### src/rtl/cast_xbar_pkg.sv
// Shared types and helpers for the multicast fork crossbar.
package cast_xbar_pkg;

  localparam int NPORT_DEF = 5;
  localparam int NPORT_MAX = 16;
  localparam int DW_DEF    = 32;

  typedef logic [NPORT_DEF-1:0] port_mask_t;

  // Isolates the lowest set bit: lowest requester index wins.
  function automatic logic [NPORT_MAX-1:0] onehot_lowest(input logic [NPORT_MAX-1:0] req);
    return req & (-req);
  endfunction

endpackage

### src/rtl/xbar_out_slice.sv
// Two-entry valid/ready skid buffer placed on each crossbar output
// when CAST_XBAR_OUT_REG_EN is defined.
module xbar_out_slice #(
  parameter int DW = 8
) (
  input  logic          clk,
  input  logic          rst,
  input  logic          in_valid,
  output logic          in_ready,
  input  logic [DW-1:0] in_data,
  output logic          out_valid,
  input  logic          out_ready,
  output logic [DW-1:0] out_data
);

  logic [DW-1:0] mem [2];
  logic          wr_ptr;
  logic          rd_ptr;
  logic [1:0]    count;
  logic          push;
  logic          pop;

  // in_ready depends only on occupancy, so the upstream retire path never sees out_ready.
  assign in_ready  = (count != 2'd2);
  assign out_valid = (count != 2'd0);
  assign out_data  = mem[rd_ptr];
  assign push      = in_valid & in_ready;
  assign pop       = out_valid & out_ready;

  always_ff @(posedge clk) begin
    if (rst) begin
      wr_ptr <= 1'b0;
      rd_ptr <= 1'b0;
      count  <= 2'd0;
    end else begin
      if (push) begin
        mem[wr_ptr] <= in_data;
        wr_ptr      <= ~wr_ptr;
      end
      if (pop) rd_ptr <= ~rd_ptr;
      count <= count + {1'b0, push} - {1'b0, pop};
    end
  end

endmodule

### src/rtl/cast_xbar_fork.sv
// N-port multicast crossbar: each flit forks to its target outputs independently and
// retires once all have taken it. Define CAST_XBAR_OUT_REG_EN for registered outputs.
module cast_xbar_fork
  import cast_xbar_pkg::*;
#(
  parameter int NPORT = NPORT_DEF,
  parameter int DW    = DW_DEF
) (
  input  logic                   clk,
  input  logic                   rst,
  input  logic [NPORT*NPORT-1:0] sel_in,
  input  logic [NPORT*DW-1:0]    data_in,
  input  logic [NPORT-1:0]       valid_in,
  output logic [NPORT-1:0]       ready_out,
  output logic [NPORT*DW-1:0]    data_out,
  output logic [NPORT-1:0]       valid_out,
  input  logic [NPORT-1:0]       ready_in,
  output logic                   err_drop,
  output logic                   err_conflict
);

  logic [NPORT-1:0]    done    [NPORT];
  logic [NPORT-1:0]    pend    [NPORT];
  logic [NPORT-1:0]    acc     [NPORT];
  logic [NPORT-1:0]    col_req [NPORT];
  logic [NPORT-1:0]    grant   [NPORT];
  logic [NPORT*DW-1:0] mux_data;
  logic [NPORT-1:0]    mux_valid;
  logic [NPORT-1:0]    take;
  logic                drop_now;
  logic                conflict_now;

  always_comb begin
    logic [NPORT_MAX-1:0] req_ext;
    req_ext      = '0;
    mux_data     = '0;
    mux_valid    = '0;
    ready_out    = '0;
    drop_now     = 1'b0;
    conflict_now = 1'b0;
    for (int i = 0; i < NPORT; i++) begin
      pend[i] = valid_in[i] ? (sel_in[i*NPORT +: NPORT] & ~done[i]) : '0;
      acc[i]  = '0;
    end
    // Transpose to per-output request columns, then priority-pick per output.
    for (int j = 0; j < NPORT; j++) begin
      col_req[j] = '0;
      for (int i = 0; i < NPORT; i++) col_req[j][i] = pend[i][j];
      req_ext            = '0;
      req_ext[NPORT-1:0] = col_req[j];
      req_ext            = onehot_lowest(req_ext);
      grant[j]           = req_ext[NPORT-1:0];
      mux_valid[j]       = |col_req[j];
      conflict_now       = conflict_now | (col_req[j] != grant[j]);
      for (int i = 0; i < NPORT; i++)
        if (grant[j][i]) mux_data[j*DW +: DW] = data_in[i*DW +: DW];
    end
    for (int i = 0; i < NPORT; i++) begin
      for (int j = 0; j < NPORT; j++) acc[i][j] = grant[j][i] & take[j];
      ready_out[i] = valid_in[i] & ((pend[i] & ~acc[i]) == '0);
      drop_now     = drop_now | (valid_in[i] & (sel_in[i*NPORT +: NPORT] == '0));
    end
  end

`ifdef CAST_XBAR_OUT_REG_EN
  for (genvar j = 0; j < NPORT; j++) begin : g_slice
    xbar_out_slice #(.DW(DW)) u_slice (
      .clk       (clk),
      .rst       (rst),
      .in_valid  (mux_valid[j]),
      .in_ready  (take[j]),
      .in_data   (mux_data[j*DW +: DW]),
      .out_valid (valid_out[j]),
      .out_ready (ready_in[j]),
      .out_data  (data_out[j*DW +: DW])
    );
  end
`else
  assign take      = ready_in;
  assign valid_out = mux_valid;
  assign data_out  = mux_data;
`endif

  // done persists across a dropped valid so an aborted fork resumes on the next flit.
  always_ff @(posedge clk) begin
    if (rst) begin
      for (int i = 0; i < NPORT; i++) done[i] <= '0;
      err_drop     <= 1'b0;
      err_conflict <= 1'b0;
    end else begin
      for (int i = 0; i < NPORT; i++) begin
        if (ready_out[i]) done[i] <= '0;
        else              done[i] <= done[i] | acc[i];
      end
      if (drop_now)     err_drop     <= 1'b1;
      if (conflict_now) err_conflict <= 1'b1;
    end
  end

endmodule

### config.mk
export PLATFORM = sky130hd
export DESIGN_NAME = cast_xbar_fork
export DESIGN_NICKNAME = d
export VERILOG_FILES = /design/src/rtl/cast_xbar_pkg.sv /design/src/rtl/xbar_out_slice.sv /design/src/rtl/cast_xbar_fork.sv
export SDC_FILE = /design/constraint.sdc
export NUM_CORES = 1
export LEC_CHECK = 0
export CAP_MARGIN = 30
export CORE_AREA = 2 2 145 147
export CTS_CLUSTER_DIAMETER = 150
export CTS_CLUSTER_SIZE = 40
export DETAILED_ROUTE_END_ITERATION = 6
export DIE_AREA = 0 0 147 149
export GPL_TIMING_DRIVEN = 0
export PLACE_DENSITY = 0.72
export SKIP_LAST_GASP = 1
export SYNTH_ARGS = -nofsm -noshare
export SYNTH_HDL_FRONTEND = slang
export SYNTH_SLANG_ARGS = --single-unit
### constraint.sdc
create_clock -name clk -period 2.1 [get_ports clk]
set_input_delay 0.21 -clock clk [delete_from_list [all_inputs] [get_ports clk]]
set_output_delay 0.21 -clock clk [all_outputs]
set_load 0.02 [all_outputs]
==> impl_metrics.tcl <==
set metrics [dict create \
    holdPathEnd "done[0][4]" \
    fmax_mhz 383 \
    worst_r2r_path_depth 8 \
    critPathLaunchType "input pin" \
    fp.dieW_um 147 \
    cts.sinks 27 \
    drc 43 \
    ir_drop_mv 0.265 \
    hp-class "in -> reg" \
    finalHoldViolations 0 \
    rr_endpoint "done[3][2]" \
    track_usage_pct 42.9 \
    synth_top_area_share_pct 21.8 \
    worst-path-buf-inv 4 \
    post-synth-top-count-cell "nor2_1" \
    cts_inserted_buffers 3 \
    worstPathRequired_ns 1.89 \
    num-fill-cells 1704 \
    cts_hold_buf 0 \
    ys.flop_type "edfxtp_1" \
    async_flop_share_pct 0 \
    die_area_um2 21900 \
    avgRoutedWirePerCell_um 29.7 \
    path_delay_family "buffers and inverters" \
    grt_pass1_wl_um 73100 \
    r2r_slack_ns -0.28 \
    cp.arrival_ns 2.40 \
    place.gp.congestion 1.11 \
    tightest_slew_ns 0.770 \
    place_area_um2 10700 \
    leakagePower_nw 5.20 \
    synth-seq-cells 27 \
    critPathMaxStageDelay_ns 0.54 \
    slew_violations 0 \
    ys_types 46 \
    grt_overflow 0 \
    ys_seq_area_share_pct 11.9 \
    ant_nets 0 \
    stdcell_area_um2 13600 \
    ios 369 \
    multi_input_area_um2 6490 \
    min_from "sel_in[4]" \
    syn_area_um2 6620 \
    status "finished with violations" \
    avgSynthCellArea_um2 6.68 \
    port_buffers 363 \
    grt_max_degree 18 \
    cts_tree "built" \
    netlist_top_cells_area "a221oi_1 22%, a22oi_1 18%, o21ai_0 12%, edfxtp_1 11%, nor2_1 9.9%" \
    critPathCaptureType "primary output" \
    hold_depth 3 \
    die_y_um 149 \
    synthCells 991 \
    core_area_um2 20600 \
    wirelength_um 52600 \
    maxCapViolations 0 \
    critPathMaxFanout 10 \
    setup_viol 177 \
    path_cells "clkdlybuf4s50_1, and3b_2, nor4_4, and4_1, buf_6, buf_12, a22oi_1, o21ai_1, buf_4" \
    drive_above_1_share_pct 40.5 \
    yosys-top-cells-count "174 x nor2_1, 165 x a221oi_1, 160 x a22oi_1" \
    finalCritPeriodShare_pct 124 \
    clk_pin_slew_ns 0.08 \
    worst-setup-path-type "in -> out" \
    yosysWarnings 0 \
    r2r_start "done[2][4]" \
    yosysTopAreaCell "a221oi_1" \
    relSlewSlack_pct 48.1 \
    via_per_inst 7.31 \
    cp_slowest_cell "clkdlybuf4s50_1" \
    violations "design-rule violations, negative setup slack" \
    first_iter_violations 2220 \
    dr_total_vias 12900 \
    start_util_pct 32.2 \
    setup_slack_ns -0.513 \
    cts.htree.levels 1 \
    cts_buffer_depth 2 \
    insertion_delay_ns 0.29 \
    syn2layout_area_growth_pct 105 \
    finClkSkew_ns 0.00995 \
    stdcell_count 1771 \
    dpl.cell_count 1653 \
    seqCellArea_um2 791 \
    rsz0062_at_grt "yes" \
    antenna_found_initial 0 \
    antennaDiodeCount 0 \
    cts-root-buf "clkbuf_16" \
    dr.pass1.iters 7 \
    hpwl_um 33300 \
    whs_ns 0.479 \
    nets 1694 \
    synth-edff-count 25 \
    grt_pass1_vias 12000 \
    fin_crit_ns 2.61 \
    powerDensity_nw_per_um2 385 \
    dpl_worst_slack_ns -1.72 \
    num_rows 53 \
]
how the worst max path moves through the flow:
stage	startpoint	end	cells after the start
floorplan	done[2][2]	data_out[66]	7
global placement	valid_in[1]	data_out[118]	9
detailed placement	valid_in[1]	data_out[43]	9
CTS	done[0][4]	data_out[146]	9
global route	done[2][1]	data_out[63]	6
finish	sel_in[17]	data_out[82]	9
worst min-delay path, stage by stage:
cell,delay [ns]
dlygate4sd2_1,0.26
a31oi_1,0.10
nor2_1,0.08
layout make-up:
cell class / count / area share (%)
multi-input cells: 853 / 47.8
clock inverters: 1 / 0.0645
clock buffers: 3 / 0.553
flip-flops and latches: 27 / 5.82
repair buffers: 489 / 34.6
plain buffers: 112 / 8.33
inverters: 11 / 0.304
well taps: 275 / 2.53
stage by stage:
stage | setup TNS (ns) | utilization, % | total power, mW
final | -51.86 | 66.0 | 5.23
after global routing | -56.32 | 66.0 | 5.34
after CTS | -32.29 | 61.3 | 4.76
after detailed placement | -260.92 | 52.0 | 3.95
after global placement | -257.83 | 52.0 | 3.94
after floorplan | 0 | - | 2.14
cells by family after synthesis:
logic type             share of synthesized area, %
buffers and inverters                          8.43
AO/OA/AOI/OAI                                  58.3
other                                        0.0566
flip-flops                                     11.9
AND/OR/NAND/NOR                                21.3
power breakdown:
part	switching, mW	leakage (nW)	internal, mW
registers	0.0271	0.273	0.632
clock network	0.243	0.0415	0.266
logic	2.31	4.89	1.76
total	2.58	5.20	2.65
registers in the layout, indices dropped and copies added, names as in the netlist:
| register | flops |
|---|---|
| err_conflict | 1 |
| err_drop | 1 |
| done | 25 |
layout by cell type, fill, tap and decap left out, types with 27 or more instances in the layout:
master             n
buf_4            201
clkdlybuf4s50_1  176
nor2_1           168
a221oi_1         127
o21ai_1          107
a22oi_2           97
a22oi_1           63
buf_6             52
clkbuf_2          37
a221oi_2          35
o21ai_2           32
clkbuf_16         27
what timing repair did:
| action | in CTS | in global routing |
|---|---|---|
| resized for setup | 1348 | 204 |
| setup buffers | 75 | 34 |
| cloned | 15 | 8 |
| pin swaps | 37 | 46 |
| endpoints found under the setup margin | 195 | 185 |
per-layer routing:
metal | track usage (%) | vias up | share of wire, %
li1 | - | 5076 | -
met1 | 50.0 | 5858 | 32
met2 | 68.8 | 1526 | 43
met3 | 12.4 | 481 | 15
met4 | 28.3 | 0 | 10
met5 | 0.227 | - | 0
Note: power is estimated with default switching activity, not from simulation.
